<file path="config.mk">
export PLATFORM = sky130hd
export DESIGN_NAME = hazard_scoreboard
export DESIGN_NICKNAME = d
export VERILOG_FILES = /design/src/rtl/hazard_scoreboard.sv
export SDC_FILE = /design/constraint.sdc
export NUM_CORES = 1
export LEC_CHECK = 0
export ABC_AREA = 0
export CAP_MARGIN = 30
export CORE_MARGIN = 3
export CORE_UTILIZATION = 51
export CTS_CLUSTER_SIZE = 8
export DETAILED_ROUTE_END_ITERATION = 10
export GPL_ROUTABILITY_DRIVEN = 0
export PLACE_DENSITY = 0.84
export SETUP_SLACK_MARGIN = 0.4
export SLEW_MARGIN = 15
export SYNTH_ARGS = -nofsm -noshare
export SYNTH_HDL_FRONTEND = slang
export SYNTH_SLANG_ARGS = --single-unit
</file>
<file path="constraint.sdc">
create_clock -name clk -period 4.2 [get_ports clk]
set_input_delay 0.42 -clock clk [delete_from_list [all_inputs] [get_ports clk]]
set_output_delay 0.42 -clock clk [all_outputs]
set_load 0.01 [all_outputs]
</file>
<file path="src/rtl/hazard_scoreboard.sv">
// rtl/hazard_scoreboard.sv - in-flight writer scoreboard producing ID stall and EXE forwarding selects
//
// Purpose: shadows the ID->EXE->MEM->WB pipeline registers with three slots
// (EXE, MEM, WB) holding each in-flight instruction's writeback and source
// information. The ID instruction's sources are compared against those slots
// to raise the pipeline stall, and the EXE slot's sources are compared against
// MEM/WB to produce operand forwarding selects.
//
// Build option: FORWARDING_EN
//   defined   - stall only on load-use against EXE; fwd_sel_a/fwd_sel_b active.
//   undefined - full RAW stall against EXE and MEM; fwd_sel_a/fwd_sel_b tied 0.
//
// Ports:
//   clk, rst                  clock; asynchronous active-high reset
//   id_valid                  ID holds a real instruction
//   src1/src2, use_src1/2     ID source registers and their read enables
//   id_wb_en, id_dest         ID writeback enable and destination
//   id_mem_r                  ID instruction is a load
//   mem_freeze                whole pipeline holds this cycle
//   flush                     branch taken in EXE, ID squashed this cycle
//   hazard                    combinational stall request for IF/ID
//   fwd_sel_a/fwd_sel_b       EXE operand source: 0 reg file, 1 MEM, 2 WB
//   stall_count               saturating count of stall cycles

module hazard_scoreboard #(
  parameter int REG_W = 4,
  parameter int CNT_W = 16
) (
  input  logic             clk,
  input  logic             rst,
  input  logic             id_valid,
  input  logic [REG_W-1:0] src1,
  input  logic [REG_W-1:0] src2,
  input  logic             use_src1,
  input  logic             use_src2,
  input  logic             id_wb_en,
  input  logic [REG_W-1:0] id_dest,
  input  logic             id_mem_r,
  input  logic             mem_freeze,
  input  logic             flush,
  output logic             hazard,
  output logic [1:0]       fwd_sel_a,
  output logic [1:0]       fwd_sel_b,
  output logic [CNT_W-1:0] stall_count
);

  // Register 15 is the PC; writes to it are never tracked as hazards.
  localparam logic [REG_W-1:0] PC_REG = REG_W'(15);

  typedef struct packed {
    logic             v;
    logic             wb_en;
    logic             mem_r;
    logic [REG_W-1:0] dest;
    logic [REG_W-1:0] src1;
    logic [REG_W-1:0] src2;
    logic             use1;
    logic             use2;
  } slot_t;

  slot_t            exe_q, mem_q, wb_q;
  slot_t            exe_d, mem_d, wb_d;
  slot_t            id_slot;
  logic [CNT_W-1:0] stall_count_q, stall_count_d;

  function automatic logic match(input slot_t s, input logic [REG_W-1:0] r);
    return s.v & s.wb_en & (s.dest == r) & (r != PC_REG);
  endfunction

  always_comb begin
    id_slot       = '0;
    id_slot.v     = id_valid;
    id_slot.wb_en = id_wb_en;
    id_slot.mem_r = id_mem_r;
    id_slot.dest  = id_dest;
    id_slot.src1  = src1;
    id_slot.src2  = src2;
    id_slot.use1  = use_src1;
    id_slot.use2  = use_src2;
  end

`ifdef FORWARDING_EN
  // ALU results forward from MEM/WB, so only a load still in EXE blocks ID.
  assign hazard = id_valid & ~flush & exe_q.mem_r &
                  ((use_src1 & match(exe_q, src1)) |
                   (use_src2 & match(exe_q, src2)));

  // MEM is the younger writer, so it wins over WB.
  always_comb begin
    fwd_sel_a = 2'd0;
    fwd_sel_b = 2'd0;
    if (exe_q.use1 & match(mem_q, exe_q.src1))     fwd_sel_a = 2'd1;
    else if (exe_q.use1 & match(wb_q, exe_q.src1)) fwd_sel_a = 2'd2;
    if (exe_q.use2 & match(mem_q, exe_q.src2))     fwd_sel_b = 2'd1;
    else if (exe_q.use2 & match(wb_q, exe_q.src2)) fwd_sel_b = 2'd2;
  end
`else
  // WB is excluded: the register file writes on the falling edge, so the
  // same-cycle ID read already sees the WB value.
  assign hazard = id_valid & ~flush &
                  ((use_src1 & (match(exe_q, src1) | match(mem_q, src1))) |
                   (use_src2 & (match(exe_q, src2) | match(mem_q, src2))));

  assign fwd_sel_a = 2'd0;
  assign fwd_sel_b = 2'd0;
`endif

  // Slot fields that one build or the other never reads.
  logic unused_slot_bits;
  assign unused_slot_bits = ^{exe_q, mem_q, wb_q};

  always_comb begin
    exe_d         = exe_q;
    mem_d         = mem_q;
    wb_d          = wb_q;
    stall_count_d = stall_count_q;
    if (!mem_freeze) begin
      wb_d  = mem_q;
      mem_d = exe_q;
      exe_d = (id_valid & ~hazard & ~flush) ? id_slot : '0;
      if (hazard && (stall_count_q != {CNT_W{1'b1}}))
        stall_count_d = stall_count_q + CNT_W'(1);
    end
  end

  always_ff @(posedge clk or posedge rst) begin
    if (rst) begin
      exe_q         <= '0;
      mem_q         <= '0;
      wb_q          <= '0;
      stall_count_q <= '0;
    end else begin
      exe_q         <= exe_d;
      mem_q         <= mem_d;
      wb_q          <= wb_d;
      stall_count_q <= stall_count_d;
    end
  end

  assign stall_count = stall_count_q;

endmodule
</file>
==> results.json <==
{
  "drc_errors": 0,
  "num_io_pins": 42,
  "layout-drive-gt1-share_pct": 11.4,
  "initial_core_util_pct": 54.9,
  "ir_drop_uv": 120,
  "drt_iter0_markers": 39,
  "timing.clock.skew_ns": 0.00240,
  "cp-end-kind": "output port",
  "yosys_warnings": 0,
  "min_path_type": "primary input to async pin",
  "outcome": "finished clean",
  "critPathMaxFanout": 14,
  "ys_ff_latch": 28,
  "post_drt_wl_per_cell_um": 15.8,
  "antenna_cells": 0,
  "clock.fmax_mhz": 324,
  "r2r-start": "stall_count[0]",
  "grt_pass1_vias": 1179,
  "rr_endpoint": "stall_count[11]",
  "grt_usage_pct": 18.9,
  "drtPass1Iterations": 4,
  "die-area_um2": 3740,
  "cts_tree": "built",
  "ff2ff_path_depth": 6,
  "fin_crit_ns": 3.08,
  "pwr-share-clk_pct": 26.4,
  "swShare_pct": 23.4,
  "relSlewSlack_pct": 64.5,
  "tightest_slew_ns": 0.531,
  "cpPeakStageDelay_ns": 0.56,
  "hold_viol_final": 0,
  "antenna_found_initial": 0,
  "cp_data_required_time_ns": 3.78,
  "final_common_cell": "clkdlybuf4s50_1",
  "cpMostUsedCell": "clkdlybuf4s50_1",
  "p_seq_share_pct": 59.5,
  "syn_area_per_cell_um2": 11.3,
  "synth.distinct_cells": 33,
  "grt_max_degree": 21,
  "startpoint": "src1[1]",
  "htreeDepth": 1,
  "die_h_um": 61.2,
  "core_area_um2": 2830,
  "dp_hpwl_um": 2550,
  "criticalPathCategory": "primary input to output port",
  "p_per_area_nw_per_um2": 244,
  "layout_common_cells": "clkdlybuf4s50_1 (36), dfrtp_1 (28), xor2_1 (19)",
  "numCtsBuffers": 3,
  "ctsHoldBuffers": 0,
  "rsz0062_at_grt": "no",
  "max_cap_violations": 0,
  "fin_crit_sh_pct": 73.4,
  "via_per_inst": 5.54,
  "clockBufferDepth": 2,
  "slowest_stage": "clkdlybuf4s50_1",
  "grt_overflow_total": 0,
  "startpoint_type": "primary input",
  "synth_area_um2": 1550,
  "final_util_pct": 69.9,
  "port-buffer-count": 36,
  "finalSetupViolations": 0,
  "cts.clk_slew.worst_paths_ns": 0.14,
  "cts_resized": 0,
  "p_total_w": 0.000484,
  "clock_latency_ns": 0.31,
  "antenna_left": 0,
  "power.share.combinational_pct": 14.1,
  "cts.sinks": 28,
  "ys_seq_area_share_pct": 45.1,
  "internal_power_w": 0.000370,
  "postSynthCellCount": 138,
  "p_leak_nw": 0.919,
  "worstPathArrival_ns": 2.66,
  "rows": 19,
  "cts_setup_buffers": 0,
  "cts-root-buf": "clkbuf_4",
  "fin_nets": 198,
  "rrSetupSlack_ns": 2.13,
  "grt_pass1_wl_um": 5420,
  "tns_ns": 0,
  "vias": 1141,
  "cp_cell_sequence": "clkdlybuf4s50_1 -> xnor2_1 -> nand3_1 -> o32a_1 -> o22a_4 -> nor3b_1 -> clkdlybuf4s50_1",
  "syn2layout_area_growth_pct": 27.4,
  "drv_slew": 0,
  "net-switching-power_w": 0.000113,
  "die_x_um": 61.2,
  "finalWirelength_um": 3260
}
synth_stat cells (all sizes together):
cell type  instances  area, um2
dfrtp             28        701
o32a               1       10.0
nand2              8       30.0
a2bb2oi            1       8.76
buf                5       41.3
inv                2       7.51
a22o               5       43.8
a31oi              1       21.3
ha                 1       12.5
conb               1       3.75
o22ai              1       6.26
a21o               1       7.51
nor2              10       37.5
nor3               5       41.3
nand3              8       40.0
nor4               3       37.5
nor3b              2       20.0
xor2              19        166
nand4             10       77.6
and3               1       6.26
o22a               1       17.5
clkbuf             2       7.51
or3b               1       8.76
xnor2             12        105
and4               1       8.76
mux2               7       78.8
and2               1       6.26
layer usage:
metal	vias up	share of wire [%]	GRT usage, %
met5	-	0	0
met4	0	0.25	2.79
met3	2	5.1	3.14
met2	37	49	32.0
met1	549	46	26.2
li1	553	-	-
sequential cells by signal, indices dropped and copies added (netlist names):
signal and flops:
stall_count 16, exe_q 6, mem_q 6
per-stage QoR:
step | hold slack (ns) | cell area (um2) | setup slack, ns | instances
after floorplan | 0.479 | 1560 | 2.08 | 141
after global placement | 0.489 | 1910 | 1.15 | 201
after detailed placement | 0.501 | 1940 | 1.12 | 202
after CTS | 0.389 | 1980 | 1.11 | 206
after global routing | 0.392 | 1980 | 0.980 | 206
final | 0.380 | 1980 | 1.12 | 206
kinds of logic (layout without fill, tap and decap cells):
group,count (synthesis),count (layout),synth area share [%]
xor gates and xnor gates,31,31,17.5
muxes,7,7,5.08
DFF,28,28,45.1
buffers and inverters,9,43,3.63
adders and majority gates,1,1,0.806
other,1,4,0.242
AOI/OAI and AO/OA,11,11,7.41
and+or+nand+nor,50,50,20.2
critical path: cells and delay by family:
kind | cells | cell delay, ns
buf+inv | 2 | 1.12
simple gates | 2 | 0.30
xor+xnor | 1 | 0.14
compound gates | 2 | 0.68
power groups by stage:
stage | Sequential [W] | Combinational, W | Clock, W
2_1_floorplan | 0.000291 | 0.0000388 | 0
3_3_place_gp | 0.000292 | 0.0000633 | 0
3_5_place_dp | 0.000293 | 0.0000685 | 0
4_1_cts | 0.000288 | 0.0000690 | 0.000132
5_1_grt | 0.000289 | 0.0000743 | 0.000143
6_report | 0.000288 | 0.0000683 | 0.000128
worst max path at each step:
stage                        end  slack, ns  depth (start not counted)
final                     hazard       1.12                          7
after global routing      hazard       0.98                          7
after CTS                 hazard       1.11                          7
after detailed placement  hazard       1.12                          7
after global placement    hazard       1.15                          7
after floorplan           hazard       2.08                          6
area by class of cell:
class	instances	area (um2)
Inverter	2	7.51
Tap cell	31	38.8
Multi-Input combinational cell	104	807
Timing Repair Buffer	37	388
Fill cell	219	851
Clock buffer	4	36.3
Sequential cell	28	701
No activity file was read; power rests on OpenSTA's default activity.
